<file path="config.mk">
export PLATFORM = sky130hd
export DESIGN_NAME = acondicionador_botones
export DESIGN_NICKNAME = d
export VERILOG_FILES = /design/src/rtl/acondicionador_botones_pkg.sv /design/src/rtl/debounce_1b.sv /design/src/rtl/acondicionador_botones.sv
export SDC_FILE = /design/constraint.sdc
export NUM_CORES = 1
export LEC_CHECK = 0
export BUFFER_PORTS_ARGS = -buffer_cell sky130_fd_sc_hd__buf_2
export CORE_ASPECT_RATIO = 0.8
export CORE_MARGIN = 8
export CORE_UTILIZATION = 55
export CTS_CLUSTER_DIAMETER = 60
export DETAILED_ROUTE_END_ITERATION = 8
export GPL_TIMING_DRIVEN = 0
export PLACE_DENSITY_LB_ADDON = 0.1
export SLEW_MARGIN = 20
export SYNTH_ARGS = -nofsm -noshare
export SYNTH_HDL_FRONTEND = slang
export SYNTH_SLANG_ARGS = --single-unit
</file>
<file path="constraint.sdc">
create_clock -name clk -period 4.5 [get_ports clk]
set_input_delay 0 -clock clk [delete_from_list [all_inputs] [get_ports clk]]
set_output_delay 0 -clock clk [all_outputs]
set_load 0.01 [all_outputs]
</file>
<file path="src/rtl/acondicionador_botones_pkg.sv">
// Shared constants for the push-button conditioning block: button indices,
// production timing, a short timing set for simulation, and a counter-width helper.
package acondicionador_botones_pkg;

  localparam int BTN_UP   = 0;
  localparam int BTN_DOWN = 1;
  localparam int BTN_OK   = 2;
  localparam int NUM_BTN  = 3;

  // Production timing at 25 MHz: 10 ms debounce, 0.5 s first repeat, 0.1 s repeat rate.
  localparam int DEF_DEBOUNCE_CYCLES = 250000;
  localparam int DEF_REPEAT_DELAY    = 12500000;
  localparam int DEF_REPEAT_RATE     = 2500000;

  // Short timing set so simulations stay fast.
  localparam int SIM_DEBOUNCE_CYCLES = 4;
  localparam int SIM_REPEAT_DELAY    = 10;
  localparam int SIM_REPEAT_RATE     = 3;

  // Bits needed to count 0..n-1, never less than one bit.
  function automatic int cnt_width(input int n);
    return (n > 1) ? $clog2(n) : 1;
  endfunction

endpackage

</file>
<file path="src/rtl/debounce_1b.sv">
// One-button conditioner: 2-flop synchronizer, stability counter, debounced
// level (1 = pressed) and a registered one-cycle pulse on each accepted press.
module debounce_1b
  import acondicionador_botones_pkg::*;
#(
  parameter int DEBOUNCE_CYCLES = DEF_DEBOUNCE_CYCLES
) (
  input  logic clk,
  input  logic rst,
  input  logic btn,
  output logic level,
  output logic press
);

  localparam int             CW       = cnt_width(DEBOUNCE_CYCLES);
  localparam logic [CW-1:0]  CNT_LAST = CW'(DEBOUNCE_CYCLES - 1);

  logic          s1;
  logic          s2;
  logic          s2_pressed;
  logic [CW-1:0] cnt;

  // The raw button is active-low; only the second synchronizer flop is used below.
  assign s2_pressed = ~s2;

  // Two-flop synchronizer, reset to the released (high) state.
  always_ff @(posedge clk or negedge rst) begin
    if (!rst) begin
      s1 <= 1'b1;
      s2 <= 1'b1;
    end else begin
      s1 <= btn;
      s2 <= s1;
    end
  end

  // Accept a new level only after DEBOUNCE_CYCLES consecutive differing samples; pulse on press.
  always_ff @(posedge clk or negedge rst) begin
    if (!rst) begin
      cnt   <= '0;
      level <= 1'b0;
      press <= 1'b0;
    end else begin
      press <= 1'b0;
      if (s2_pressed == level) begin
        cnt <= '0;
      end else if (cnt == CNT_LAST) begin
        level <= s2_pressed;
        press <= s2_pressed;
        cnt   <= '0;
      end else begin
        cnt <= cnt + CW'(1);
      end
    end
  end

endmodule

</file>
<file path="src/rtl/acondicionador_botones.sv">
// Operator push-button conditioning: debounces up/down/ok, generates press
// pulses, auto-repeat on up/down while held, and locks out up/down when both are held.
module acondicionador_botones
  import acondicionador_botones_pkg::*;
#(
  parameter int DEBOUNCE_CYCLES = DEF_DEBOUNCE_CYCLES,
  parameter int REPEAT_EN       = 1,
  parameter int REPEAT_DELAY    = DEF_REPEAT_DELAY,
  parameter int REPEAT_RATE     = DEF_REPEAT_RATE
) (
  input  logic clk,
  input  logic rst,
  input  logic up,
  input  logic down,
  input  logic ok,
  output logic up_level,
  output logic down_level,
  output logic ok_level,
  output logic up_pulse,
  output logic down_pulse,
  output logic ok_pulse
);

  localparam int            TW        = cnt_width((REPEAT_DELAY > REPEAT_RATE) ? REPEAT_DELAY : REPEAT_RATE);
  localparam logic [TW-1:0] DLY_LAST  = TW'(REPEAT_DELAY - 1);
  localparam logic [TW-1:0] RATE_LAST = TW'(REPEAT_RATE - 1);

  logic [NUM_BTN-1:0] raw;
  logic [NUM_BTN-1:0] level;
  logic [NUM_BTN-1:0] press;
  logic               lock;

  // Repeat state for up (index 0) and down (index 1).
  logic [TW-1:0]      tmr [2];
  logic [1:0]         first;
  logic [1:0]         rep;

  assign raw[BTN_UP]   = up;
  assign raw[BTN_DOWN] = down;
  assign raw[BTN_OK]   = ok;

  for (genvar i = 0; i < NUM_BTN; i++) begin : g_btn
    debounce_1b #(
      .DEBOUNCE_CYCLES(DEBOUNCE_CYCLES)
    ) u_debounce (
      .clk  (clk),
      .rst  (rst),
      .btn  (raw[i]),
      .level(level[i]),
      .press(press[i])
    );
  end

  assign lock = level[BTN_UP] & level[BTN_DOWN];

  // Repeat timers: idle at 0 while released or locked out, first period REPEAT_DELAY,
  // then REPEAT_RATE; the timer reloads on every repeat so it can never wrap.
  always_ff @(posedge clk or negedge rst) begin
    if (!rst) begin
      for (int i = 0; i < 2; i++) begin
        tmr[i] <= '0;
      end
      first <= 2'b11;
      rep   <= 2'b00;
    end else begin
      for (int i = 0; i < 2; i++) begin
        rep[i] <= 1'b0;
        if ((REPEAT_EN == 0) || !level[i] || lock) begin
          tmr[i]   <= '0;
          first[i] <= 1'b1;
        end else if (tmr[i] == (first[i] ? DLY_LAST : RATE_LAST)) begin
          rep[i]   <= 1'b1;
          tmr[i]   <= '0;
          first[i] <= 1'b0;
        end else begin
          tmr[i] <= tmr[i] + TW'(1);
        end
      end
    end
  end

  // Gating with the current levels hides a repeat landing on the release edge
  // and suppresses up/down while the other direction is also held.
  assign up_pulse   = level[BTN_UP] & ~level[BTN_DOWN] & (press[BTN_UP] | rep[BTN_UP]);
  assign down_pulse = level[BTN_DOWN] & ~level[BTN_UP] & (press[BTN_DOWN] | rep[BTN_DOWN]);
  assign ok_pulse   = press[BTN_OK];

  assign up_level   = level[BTN_UP];
  assign down_level = level[BTN_DOWN];
  assign ok_level   = level[BTN_OK];

endmodule

</file>
==> results.md <==
- Register area share after synthesis: 51.5%
- # port buffers: 10
- Final worst setup slack: 2140 ps
- DRT iter0 DRCs: 319
- Highest routed layer: met4
- Top post-synthesis cells by count: 110 x dfrtp_1, 76 x nor2_1, 36 x nand3_1, 36 x xnor2_1, 33 x nand2_1
- Hold-fix buffers at CTS: 4
- Initial antenna violation count: 0
- CP startpoint: g_btn[1].u_debounce.cnt[0]
- Adder-cell share of the synthesized area: 1.09%
- Final WL: 12200 um
- Diodes inserted: 0
- Worst-Skew Late Latency: 410 ps
- Power Density: 385 mW/mm2
- Post-synth EDFFs: 0
- Final ANT Viol Nets: 0
- FFs w/ async S/R, synth: 100%
- Cts bufs inserted: 17
- Minimum clock period: 2360 ps
- Total gr overflow: 0
- Status: finished clean
- Cell Count, Final, Fillers Out: 770
- Die Width: 130 um
- Setup violators final: 0
- Hold Path Class: primary input to async pin
- Wl on met1: 5840 um
- Distinct cells, synth: 46
- First drt pass iteration count: 5
- NetSw: 500 uW
- Reg2reg start: g_btn[1].u_debounce.cnt[0]
- Die ar.: 0.0140 mm2
- Simple-gate share of the synthesized area: 27.7%
- Flop pwr share: 42.2%
- Reg-to-reg endpoint: g_btn[1].u_debounce.cnt[12]
- Vias: 4518
- Yosys reg bits: 118
- Post-Synthesis Cell Area: 0.00575 mm2
- Unrepaired setup endpoints after global routing: no
- Worst slew pin tran: 740 ps
- Clk buf depth: 2
- Row count: 33
- Post-CTS resize count: 0
- Share of post-route cells with drive strength above 1: 10.8%
- Compound-gate portion of the synthesized area: 7.81%
- MaxCap Viol Count: 0
- Avg Synthesized Cell Area: 9.86 um2
- Fin crit share: 52.4%
- Combinational Power Share: 1.9%
- Final nets: 627
- Global-route wire length before repair: 20900 um
- Pin count of the biggest net entering global routing: 66
- Peak supply drop: 0.363 mV
- Core area: 0.0102 mm2
- Synth Instances: 583
- Post-route cell area: 0.00667 mm2
- Mapped Nets: 593
- Setup crit start kind: flop
- Post-synth top area share: 47.9%
- Synth area leaders: dfrtp_1 48%, xnor2_1 5.5%, nor2_1 5.0%
- Post-Synth XOR/XNOR Area: 9.90%
- CTS tree: yes
- DP Cell Count: 734
- Crit path DAT: 2640 ps
- Fin. max-slew vios: 0
- Mux cell area share after synthesis: 0.174%
- Net Sw Frac: 19.5%
- Final GP Congestion: 0.812
- Initial core utilization: 56.4%
- R2R depth: 6
- Clock group share of total power: 55.9%
- Met3 wire length: 459 um
- Int Power: 2.07 mW
- Dpl cell area: 0.00601 mm2
- Max H-tree Level: 4
- Ports: 11
- Internal reg-to-reg setup slack: 2140 ps
- Synthesis-to-layout area growth: 16.0%
- CP endpoint kind: flop
- Fmax: 0.424 GHz
- Register Area: 0.00296 mm2
- Relative slew margins: 50.1%
- Synth Flop Type: dfrtp_1
- Area of the multi-input gates: 0.00268 mm2
- DRC: 0
- Drt wl/cell: 15.8 um
- Critical path data required time: 4780 ps
- Largest family of logic cells by synthesized area: simple AND/OR/NAND/NOR gates
- Skew final: 6.37 ps
- Clock Tree Root: clkbuf_16
- CTS Sinks: 118
- Post-DP HPWL: 7870 um
- Most frequent cell after synthesis: dfrtp_1
- Most area-hungry cell type in the Yosys netlist: dfrtp_1
- Setup TNS: 0 ps
- Worst-path clk slew: 50 ps
- Filler cell count: 829
- Total GRT Usage: 18.8%
- Vias in the first global route: 4442
- DP Worst Slack: 2180 ps
- Critical path class: flop to flop
- Final hold vios: 0
- Setup bufs post-CTS: 0
- Leak Pwr: 2.59 nW
- Chip height: 107 um
- Total power: 2.57 mW
- Met2 WL: 5780 um
- Via density per instance: 5.87
- Ys Warns: 0
- Worst Path Max Fanout: 10
## layout make-up
| type | count | area share, % |
|---|---|---|
| Buffer | 16 | 1.11 |
| Multi-Input combinational cell | 441 | 40.2 |
| Inverter | 8 | 0.450 |
| Clock inverter | 10 | 2.66 |
| Tap cell | 140 | 2.63 |
| Clock buffer | 22 | 6.66 |
| Timing Repair Buffer | 15 | 1.86 |
| Sequential cell | 118 | 44.4 |
## worst max-delay path, cell delays in order, from the launching register on
cell and delay, ps:
dfrtp_1 370, ha_1 190, nand3_1 290, or3_1 450, o21ai_1 500, buf_2 350, nor2_1 80
## cells by family (layout without fill, tap and decap cells)
kind of cell,Yosys count,count (layout)
xor gates and xnor gates,65,65
buffers and inverters,24,71
muxes,1,1
adders and majority gates,5,5
and+or+nand+nor,292,292
DFF,118,118
AOI/OAI and AO/OA,78,78
## power by group through the flow
stage	Clock (mW)	Sequential, mW	Combinational [mW]
2_1_floorplan	0	1.10	0.0164
3_3_place_gp	0	1.10	0.0430
3_5_place_dp	0	1.10	0.0481
4_1_cts	1.46	1.08	0.0510
5_1_grt	1.50	1.08	0.0573
6_report	1.44	1.08	0.0490
## metal layers
layer / GRT usage (%) / up-vias
met5: 0 / -
met4: 6.45 / 0
met3: 5.05 / 11
met2: 29.1 / 104
met1: 25.1 / 2203
li1: - / 2200
## per-stage QoR
| step | hold slack (ps) | utilization (%) |
|---|---|---|
| after CTS | 130 | 65.4 |
| after global routing | 175 | 65.4 |
| after detailed placement | -11.2 | 58.9 |
| final | 129 | 65.4 |
| after global placement | 106 | 58.6 |
| after floorplan | -296 | - |
## worst max-delay path by stage
stage                     cells past startpoint  slack [ps]                     endpoint
after floorplan                               6        2610  g_btn[1].u_debounce.cnt[10]
after global placement                        1        2010  g_btn[2].u_debounce.cnt[13]
after detailed placement                      6        2180  g_btn[1].u_debounce.cnt[12]
after CTS                                     5        2160  g_btn[0].u_debounce.cnt[13]
final                                         6        2140  g_btn[1].u_debounce.cnt[12]
after global routing                          5        1980  g_btn[0].u_debounce.cnt[13]
## layout by cell type, fill, tap and decap left out, types with 5 or more instances in the layout
master / n
bufinv_16: 5
clkbuf_16: 17
inv_1: 8
clkbuf_1: 11
nand2_1: 33
o21ai_0: 25
and3_1: 11
nor4_1: 12
nor3_1: 16
xnor2_1: 36
a21oi_1: 32
dfrtp_1: 110
xor2_1: 29
or4_1: 16
nand4_1: 30
ha_1: 5
o31ai_1: 10
and4_1: 12
buf_2: 15
nor2_1: 76
nand3_1: 36
or3_1: 22
dfstp_2: 8
## sequential cells by signal, summed over array words and instances (netlist names)
name and count:
g_btn.u_debounce.s2 3, tmr 48, g_btn.u_debounce.s1 3, g_btn.u_debounce.press 3, g_btn.u_debounce.cnt 54, first 2, g_btn.u_debounce.level 3, rep 2
(Power assumes the default switching activity.)
